### src/rtl/mdu_divider.sv
// mdu_divider
// Iterative restoring divider for the M-extension execute stage. Handles
// DIV, DIVU, REM and REMU on WIDTH-bit operands, producing one quotient
// bit per cycle. Divide-by-zero and signed overflow bypass the iteration
// and complete on the cycle after accept.
//
// Ports:
//   clk, rst      clock; synchronous active-high reset
//   req_valid     request present (accepted when req_ready and no flush)
//   req_ready     high while idle
//   op            00 DIV, 01 DIVU, 10 REM, 11 REMU
//   dividend      rs1, sampled at accept
//   divisor       rs2, sampled at accept
//   flush         abort the current operation, no response
//   busy          high while calculating or presenting the response
//   resp_valid    one-cycle response pulse
//   result        quotient (op[1]=0) or remainder (op[1]=1), held until
//                 the next response
module mdu_divider #(
    parameter int WIDTH = 32
) (
    input  logic             clk,
    input  logic             rst,
    input  logic             req_valid,
    output logic             req_ready,
    input  logic [1:0]       op,
    input  logic [WIDTH-1:0] dividend,
    input  logic [WIDTH-1:0] divisor,
    input  logic             flush,
    output logic             busy,
    output logic             resp_valid,
    output logic [WIDTH-1:0] result
);

    localparam int CNT_W = $clog2(WIDTH + 1);

    localparam logic [1:0] S_IDLE = 2'd0;
    localparam logic [1:0] S_CALC = 2'd1;
    localparam logic [1:0] S_DONE = 2'd2;

    logic [1:0]       state;
    logic [CNT_W-1:0] cnt_q;

    logic [1:0]       op_q;
    logic             q_neg;
    logic             r_neg;
    // Holds the dividend magnitude at accept; dividend bits shift out of
    // the top while quotient bits shift in at the bottom.
    logic [WIDTH-1:0] quo_q;
    logic [WIDTH-1:0] dvs_q;
    logic [WIDTH:0]   rem_q;

    logic             is_signed;
    logic             div_zero;
    logic             sgn_ovf;
    logic             accept;

    logic [WIDTH:0]   rem_sh;
    logic [WIDTH:0]   diff;
    logic             q_bit;
    logic [WIDTH:0]   rem_nx;
    logic [WIDTH-1:0] quo_nx;

    function automatic logic [WIDTH-1:0] magnitude(input logic signed [WIDTH-1:0] v,
                                                   input logic sgn);
        return (sgn && v < 0) ? WIDTH'(-v) : WIDTH'(v);
    endfunction

    function automatic logic [WIDTH-1:0] cond_neg(input logic [WIDTH-1:0] v,
                                                  input logic neg);
        return neg ? WIDTH'(-v) : v;
    endfunction

    assign is_signed = ~op[0];
    assign div_zero  = (divisor == '0);
    assign sgn_ovf   = is_signed && (dividend == {1'b1, {(WIDTH-1){1'b0}}})
                       && (divisor == '1);
    assign accept    = req_valid && (state == S_IDLE) && !flush;

    assign req_ready  = (state == S_IDLE);
    assign busy       = (state == S_CALC) || (state == S_DONE);
    assign resp_valid = (state == S_DONE);

    // Restoring step: bring down the next dividend bit, keep the difference
    // only when it does not go negative.
    always_comb begin
        rem_sh = (rem_q << 1) | {{WIDTH{1'b0}}, quo_q[WIDTH-1]};
        q_bit  = (rem_sh >= {1'b0, dvs_q});
        diff   = rem_sh - {1'b0, dvs_q};
        rem_nx = q_bit ? diff : rem_sh;
        quo_nx = {quo_q[WIDTH-2:0], q_bit};
    end

    always_ff @(posedge clk) begin
        if (rst) begin
            state  <= S_IDLE;
            cnt_q  <= CNT_W'(WIDTH - 1);
            result <= '0;
        end else if (flush) begin
            state <= S_IDLE;
            cnt_q <= CNT_W'(WIDTH - 1);
        end else begin
            unique case (state)
                S_IDLE: begin
                    if (req_valid) begin
                        cnt_q <= CNT_W'(WIDTH - 1);
                        if (div_zero) begin
                            state  <= S_DONE;
                            result <= op[1] ? dividend : '1;
                        end else if (sgn_ovf) begin
                            state  <= S_DONE;
                            result <= op[1] ? '0 : dividend;
                        end else begin
                            state <= S_CALC;
                        end
                    end
                end
                S_CALC: begin
                    if (cnt_q == '0) begin
                        state  <= S_DONE;
                        result <= op_q[1] ? cond_neg(rem_nx[WIDTH-1:0], r_neg)
                                          : cond_neg(quo_nx, q_neg);
                    end else begin
                        cnt_q <= cnt_q - CNT_W'(1);
                    end
                end
                S_DONE:  state <= S_IDLE;
                default: state <= S_IDLE;
            endcase
        end
    end

    always_ff @(posedge clk) begin
        if (accept) begin
            op_q  <= op;
            q_neg <= is_signed && (dividend[WIDTH-1] ^ divisor[WIDTH-1]);
            r_neg <= is_signed && dividend[WIDTH-1];
            quo_q <= magnitude(dividend, is_signed);
            dvs_q <= magnitude(divisor, is_signed);
            rem_q <= '0;
        end else if (state == S_CALC) begin
            quo_q <= quo_nx;
            rem_q <= rem_nx;
        end
    end

endmodule

### config.mk
export PLATFORM = sky130hd
export DESIGN_NAME = mdu_divider
export DESIGN_NICKNAME = d
export VERILOG_FILES = /design/src/rtl/mdu_divider.sv
export SDC_FILE = /design/constraint.sdc
export NUM_CORES = 1
export LEC_CHECK = 0
export ABC_AREA = 1
export CORE_MARGIN = 2
export CORE_UTILIZATION = 60
export DETAILED_ROUTE_END_ITERATION = 16
export GPL_TIMING_DRIVEN = 0
export PLACE_DENSITY_LB_ADDON = 0.15
export RECOVER_POWER = 100
export SYNTH_ARGS = -nofsm -noshare
export SYNTH_HDL_FRONTEND = slang
export SYNTH_SLANG_ARGS = --single-unit
### constraint.sdc
create_clock -name clk -period 5.65 [get_ports clk]
set_clock_uncertainty 0.2 [all_clocks]
set_input_delay 1.13 -clock clk [delete_from_list [all_inputs] [get_ports clk]]
set_output_delay 1.13 -clock clk [all_outputs]
set_load 0.1 [all_outputs]
# After elaboration in Yosys (flattened, before gate mapping)
# Index checks and enable logic that the tools add are counted.
# W data, S select, Z words.
# classes
reduce_logical,19
eq_ne,8
magnitude_cmp,3
mux,23
bitwise_logic,4
n_addsub,6
# op_table
op,count
$mux W32,14
$neg A32 Y32,4
$eq A32 B32 Y1 const B,2
$lt A32 B1 Y1 const B,2
$pmux W32 S2,1
$ge A33 B32 Y1,1
$or A33 B1 Y33,1
$logic_not A32 Y1,1
$sub A32 B32 Y32,1
$mux W6,2
$pmux W6 S2,1
$logic_and A1 B1 Y1,8
$mux W2,4
$logic_not A6 Y1,1
$sub A6 B1 Y6 const B,1
$reduce_and A5 Y1,1
$ne A2 B2 Y1 const B,2
$pmux W2 S2,1
$reduce_bool A2 Y1,2
$ne A3 B1 Y1 const B,1
$reduce_and A3 Y1,1
$eq A2 B1 Y1 const B,1
$eq A2 B2 Y1 const B,1
$logic_not A2 Y1,1
other kinds (7),8
# totals
inputBits,70
register_bits,140
elab_cells,72

# Longest topological paths before layout
# logic_depth
word_depth,8
mapped_depth,31

# Worst setup path before layout
# OpenSTA, ideal clock, no wires.
# synth_timing
path_kind,register to register
from,register state[1]
to,register quo_q[0] (enable)
stages_incl_launch_ff,8
path_buffers,1
slack_ps,363
arrival_ps,4691
required_ps,5054
setup_ps,396
path_cell_list,dfxtp_1 > inv_1 > ha_1 > nand2_1 > nor2_1 > clkinv_1 > clkbuf_1 > nand2_1
# synth_via
elab_chain_len,4
elab_cells_between_ends,5
classes_between,1 x eq/ne; 4 x reduce/logical
# synth_rtl
item,line,text
start: declaration,41,logic [1:0] state;
start signal: assignment,96,state <= S_IDLE;
start signal: assignment,100,state <= S_IDLE;
start signal: assignment,108,state <= S_DONE;
$logic_not A2 Y1,-,
via req_ready,25,"output logic req_ready,"
$logic_and A1 B1 Y1 (2 in a row),78,assign accept = req_valid && (state == S_IDLE) && !flush;
via accept,56,logic accept;
$reduce_bool A2 Y1 (no line),-,
end signal: assignment,138,"quo_q <= magnitude(dividend, is_signed);"
end signal: assignment,142,quo_q <= quo_nx;
end: declaration,49,logic [WIDTH-1:0] quo_q;
# The timed path passes the listed nets, and every way through them passes these cells.
# A chain may end at the register's enable or synchronous reset.

# Worst setup path after layout
# layout_timing
from,input dividend[1]
to,register result[15]
# layout_via
elab_chain_len,5
# layout_rtl
item,line,text
start: declaration,27,"input logic [WIDTH-1:0] dividend,"
$eq A32 B32 Y1,76,"assign sgn_ovf = is_signed && (dividend == {1'b1, {(WIDTH-1){1'b0}}})"
$logic_and A1 B1 Y1,76,
$logic_and A1 B1 Y1,77,&& (divisor == '1);
$ne A3 B1 Y1 (no line),-,
$reduce_and A5 Y1 (no line),-,
end signal: assignment,109,result <= op[1] ? dividend : '1;
end signal: assignment,112,result <= op[1] ? '0 : dividend;
end signal: assignment,121,"result <= op_q[1] ? cond_neg(rem_nx[WIDTH-1:0], r_neg)"
end: declaration,32,output logic [WIDTH-1:0] result
# Every way passes these cells.

==> impl_metrics.sql <==
INSERT INTO impl_metrics (metric_group, metric, value, unit) VALUES
('sta', 'finalWorstPathRequiredPeriod', '5.396', 'ns'),
('final_layout', 'final_core_util', '0.7086', ''),
('worst_setup_path', 'start_kind', 'primary input', ''),
('place', 'placer_s_final_routability_congestion_estimate', '1.033', ''),
('place', 'place_ws', '0.01516', 'ns'),
('clock_network', 'clock_latency', '0.43', 'ns'),
('logic_synthesis', 'yosysMostFrequentCell', 'sky130_fd_sc_hd__nand2_1', ''),
('logic_synthesis', 'synthDominantCellAreaShare', '0.1623', ''),
('clock_network', 'cts.hold.buffers_added', '0', ''),
('logic_synthesis', 'synth_common_cells', '465 x sky130_fd_sc_hd__nand2_1, 248 x sky130_fd_sc_hd__inv_1, 178 x sky130_fd_sc_hd__o21ai_0, 176 x sky130_fd_sc_hd__nor2_1, 147 x sky130_fd_sc_hd__nand3_1', ''),
('route', 'drt_iter0_markers', '1926', ''),
('sta', 'maxSlewViolCount', '0', ''),
('worst_setup_path', 'critical_path.endpoint_type', 'flip-flop', ''),
('logic_synthesis', 'synthesis.instances', '1931', ''),
('worst_setup_path', 'worstPathCellList', 'dlygate4sd3_1, inv_1, ha_1, inv_1, nor3_1, nand3_1, nor3_1, nand4_1, nor4_1, nand4_1, nand3_1, nand4_1, clkbuf_1, a21oi_1, nand2_1, a21oi_1', ''),
('power_and_ir_drop', 'share_seq_of_total_power', '0.260', ''),
('global_route', 'grt_start_max_net_pins', '39', ''),
('logic_synthesis', 'synth_simple_gate_area_share', '0.3429', ''),
('power_and_ir_drop', 'clock_power_share', '0.229', ''),
('place', 'dpl.hpwl', '33.88', 'mm'),
('power_and_ir_drop', 'internal-power', '2.575', 'mW'),
('worst_setup_path', 'critical_path_depth', '16', ''),
('global_route', 'first_global_vias', '12650', ''),
('sta', 'rsz0062_at_grt', 'no', ''),
('sta', 'timing.max_slew.rel_slack', '0.3286', ''),
('power_and_ir_drop', 'fraction_of_power_spent_switching_nets', '0.4726', ''),
('power_and_ir_drop', 'total_leakage_power', '6.580', 'nW'),
('worst_setup_path', 'crit_path_max_incr_delay', '0.75', 'ns'),
('min_path', 'worstHoldPathType', 'reg -> reg', ''),
('floorplanning', 'floorplan.rows', '52', ''),
('route', 'vias_per_cell', '5.994', ''),
('logic_synthesis', 'mappedNetlistArea', '12390', 'um2'),
('final_layout', 'fillCellCount', '1808', ''),
('logic_synthesis', 'ys_top_cells_by_area', 'sky130_fd_sc_hd__edfxtp_1 16%, sky130_fd_sc_hd__nand2_1 14%, sky130_fd_sc_hd__dfxtp_1 12%', ''),
('floorplanning', 'number_of_primary_i_o_pins', '105', ''),
('clock_network', 'cts_root_buf', 'sky130_fd_sc_hd__clkbuf_16', ''),
('min_path', 'hold_path_depth', '2', ''),
('logic_synthesis', 'postSynthNetCount', '2044', ''),
('sta', 'finalSetupTns', '0', 'ns'),
('clock_network', 'cts_tree', 'built', ''),
('worst_setup_path', 'worstPathMaxFanout', '10', ''),
('power_and_ir_drop', 'total_power', '4.883', 'mW'),
('route', 'drc', '0', ''),
('route', 'detailedRoute.firstPassIterationCount', '7', ''),
('clock_network', 'tritoncts_num_sinks', '139', ''),
('logic_synthesis', 'yosys_warnings', '0', ''),
('clock_network', 'ctsLongestPathBuffers', '2', ''),
('min_path', 'min_from', 'result[29]', ''),
('worst_setup_path', 'timing.reg2reg.worst_path_depth', '29', ''),
('clock_network', 'cts.htree.levels', '4', ''),
('worst_setup_path', 'critPathBufInv', '4', ''),
('route', 'avgRoutedWirePerCell', '18.17', 'um'),
('global_route', 'grt_usage', '0.3849', ''),
('final_layout', 'area_growth', '15.70', '%'),
('logic_synthesis', 'post_synth_arst_share', '0', ''),
('sta', 'finalSetupViolations', '0', ''),
('route', 'vias', '14010', ''),
('global_route', 'first_pass_grt_wire_length', '65.36', 'mm'),
('final_layout', 'multiInputGateArea', '7543', 'um2'),
('logic_synthesis', 'synth_xor_xnor_area_share', '0.05159', ''),
('status', 'run_status', 'completed', ''),
('logic_synthesis', 'synth_seq_area_share', '0.2786', ''),
('power_and_ir_drop', 'power_per_cell_area', '340.5', 'nW/um2'),
('logic_synthesis', 'synth-compound-area-share', '0.1706', ''),
('run', 'max_cap_violations', '0', ''),
('worst_setup_path', 'setup.reg_to_reg.worst_slack', '0.75', 'ns'),
('floorplanning', 'dieHeight', '147.7', 'um'),
('global_route', 'antenna_found_initial', '1', ''),
('floorplanning', 'effective_utilization_at_floorplan', '0.6125', ''),
('worst_setup_path', 'worst_path_dominant_cell_family', 'simple AND/OR/NAND/NOR gates', ''),
('global_route', 'grt_total_ovfl', '0', '');
-- worst min-delay path, stage by stage (launching register included) --
cell and delay (ns):
sky130_fd_sc_hd__dfxtp_1 0.31, sky130_fd_sc_hd__nand2_1 0.06, sky130_fd_sc_hd__a21oi_1 0.05
-- how the worst max path moves through the flow --
| stage | start | endpoint | slack (ns) |
|---|---|---|---|
| floorplan | state[1] | quo_q[0] | 0.36 |
| global placement | req_valid | quo_q[25] | -1.45 |
| detailed placement | dividend[0] | result[15] | 0.02 |
| CTS | dividend[0] | result[15] | 0.44 |
| global route | dividend[1] | result[4] | 0.15 |
| finish | dividend[1] | result[15] | 0.25 |
-- cell type report --
class,count,share of cell area
Inverter,259,0.06780
Tap cell,270,0.02356
Sequential cell,139,0.2408
Buffer,69,0.02845
Multi-Input combinational cell,1464,0.5261
Clock buffer,20,0.03333
Timing Repair Buffer,105,0.07295
Clock inverter,12,0.006981
-- metrics by stage --
step / instance area [um2] / hold slack, ns / std cells
floorplan: 12390 / 0.2232 / 1931
global placement: 13770 / 0.2374 / 2305
detailed placement: 13800 / 0.2495 / 2306
CTS: 14380 / 0.2636 / 2338
global route: 14340 / 0.2899 / 2338
finish: 14340 / 0.2604 / 2338
-- flip-flops by register name (all words and copies together), names as in the netlist --
register and cells:
dvs_q 32, quo_q 32, rem_q 32, q_neg 1, state 2, result 32
op_q 1, cnt_q 6, r_neg 1
-- placed cells by master (no fill, tap or decap), drive strengths merged --
cell,count
a21o,1
nor3,46
nor2,198
buf,17
o32ai,1
nand3,156
inv,263
dlygate4sd3,41
dlygate4sd1,1
o21a,4
xor2,58
dfxtp,72
ha,42
and2,1
nand3b,6
clkinv,8
a41oi,1
xnor2,15
a31oi,12
nand2,498
a211oi,2
clkbuf,72
a21oi,153
o21ai,186
o211ai,3
edfxtp,67
a22oi,2
nor3b,2
o21bai,11
o41ai,2
o22ai,9
fa,1
o31ai,5
or4,1
nor4,12
clkdlybuf4s50,63
nand4,31
or2,5
-- power groups by stage --
stage | Clock (mW) | Combinational [mW] | Sequential [mW]
after CTS | 1.10 | 2.41 | 1.26
after global routing | 1.15 | 2.74 | 1.28
after global placement | 0 | 2.35 | 1.28
after floorplan | 0 | 1.76 | 1.28
final | 1.12 | 2.50 | 1.27
after detailed placement | 0 | 2.40 | 1.28
-- per-layer routing --
layer | vias up | GRT usage
li1 | 6617 | -
met1 | 6414 | 0.5399
met2 | 878 | 0.5895
met3 | 103 | 0.08765
met4 | 2 | 0.1245
met5 | - | 0
-- cells by family after synthesis --
family,after synthesis
simple gates,956
compound gates,392
buf+inv,328
flops,139
xor+xnor,73
fa+ha+maj,43
Note: power is estimated with default switching activity, not from simulation.
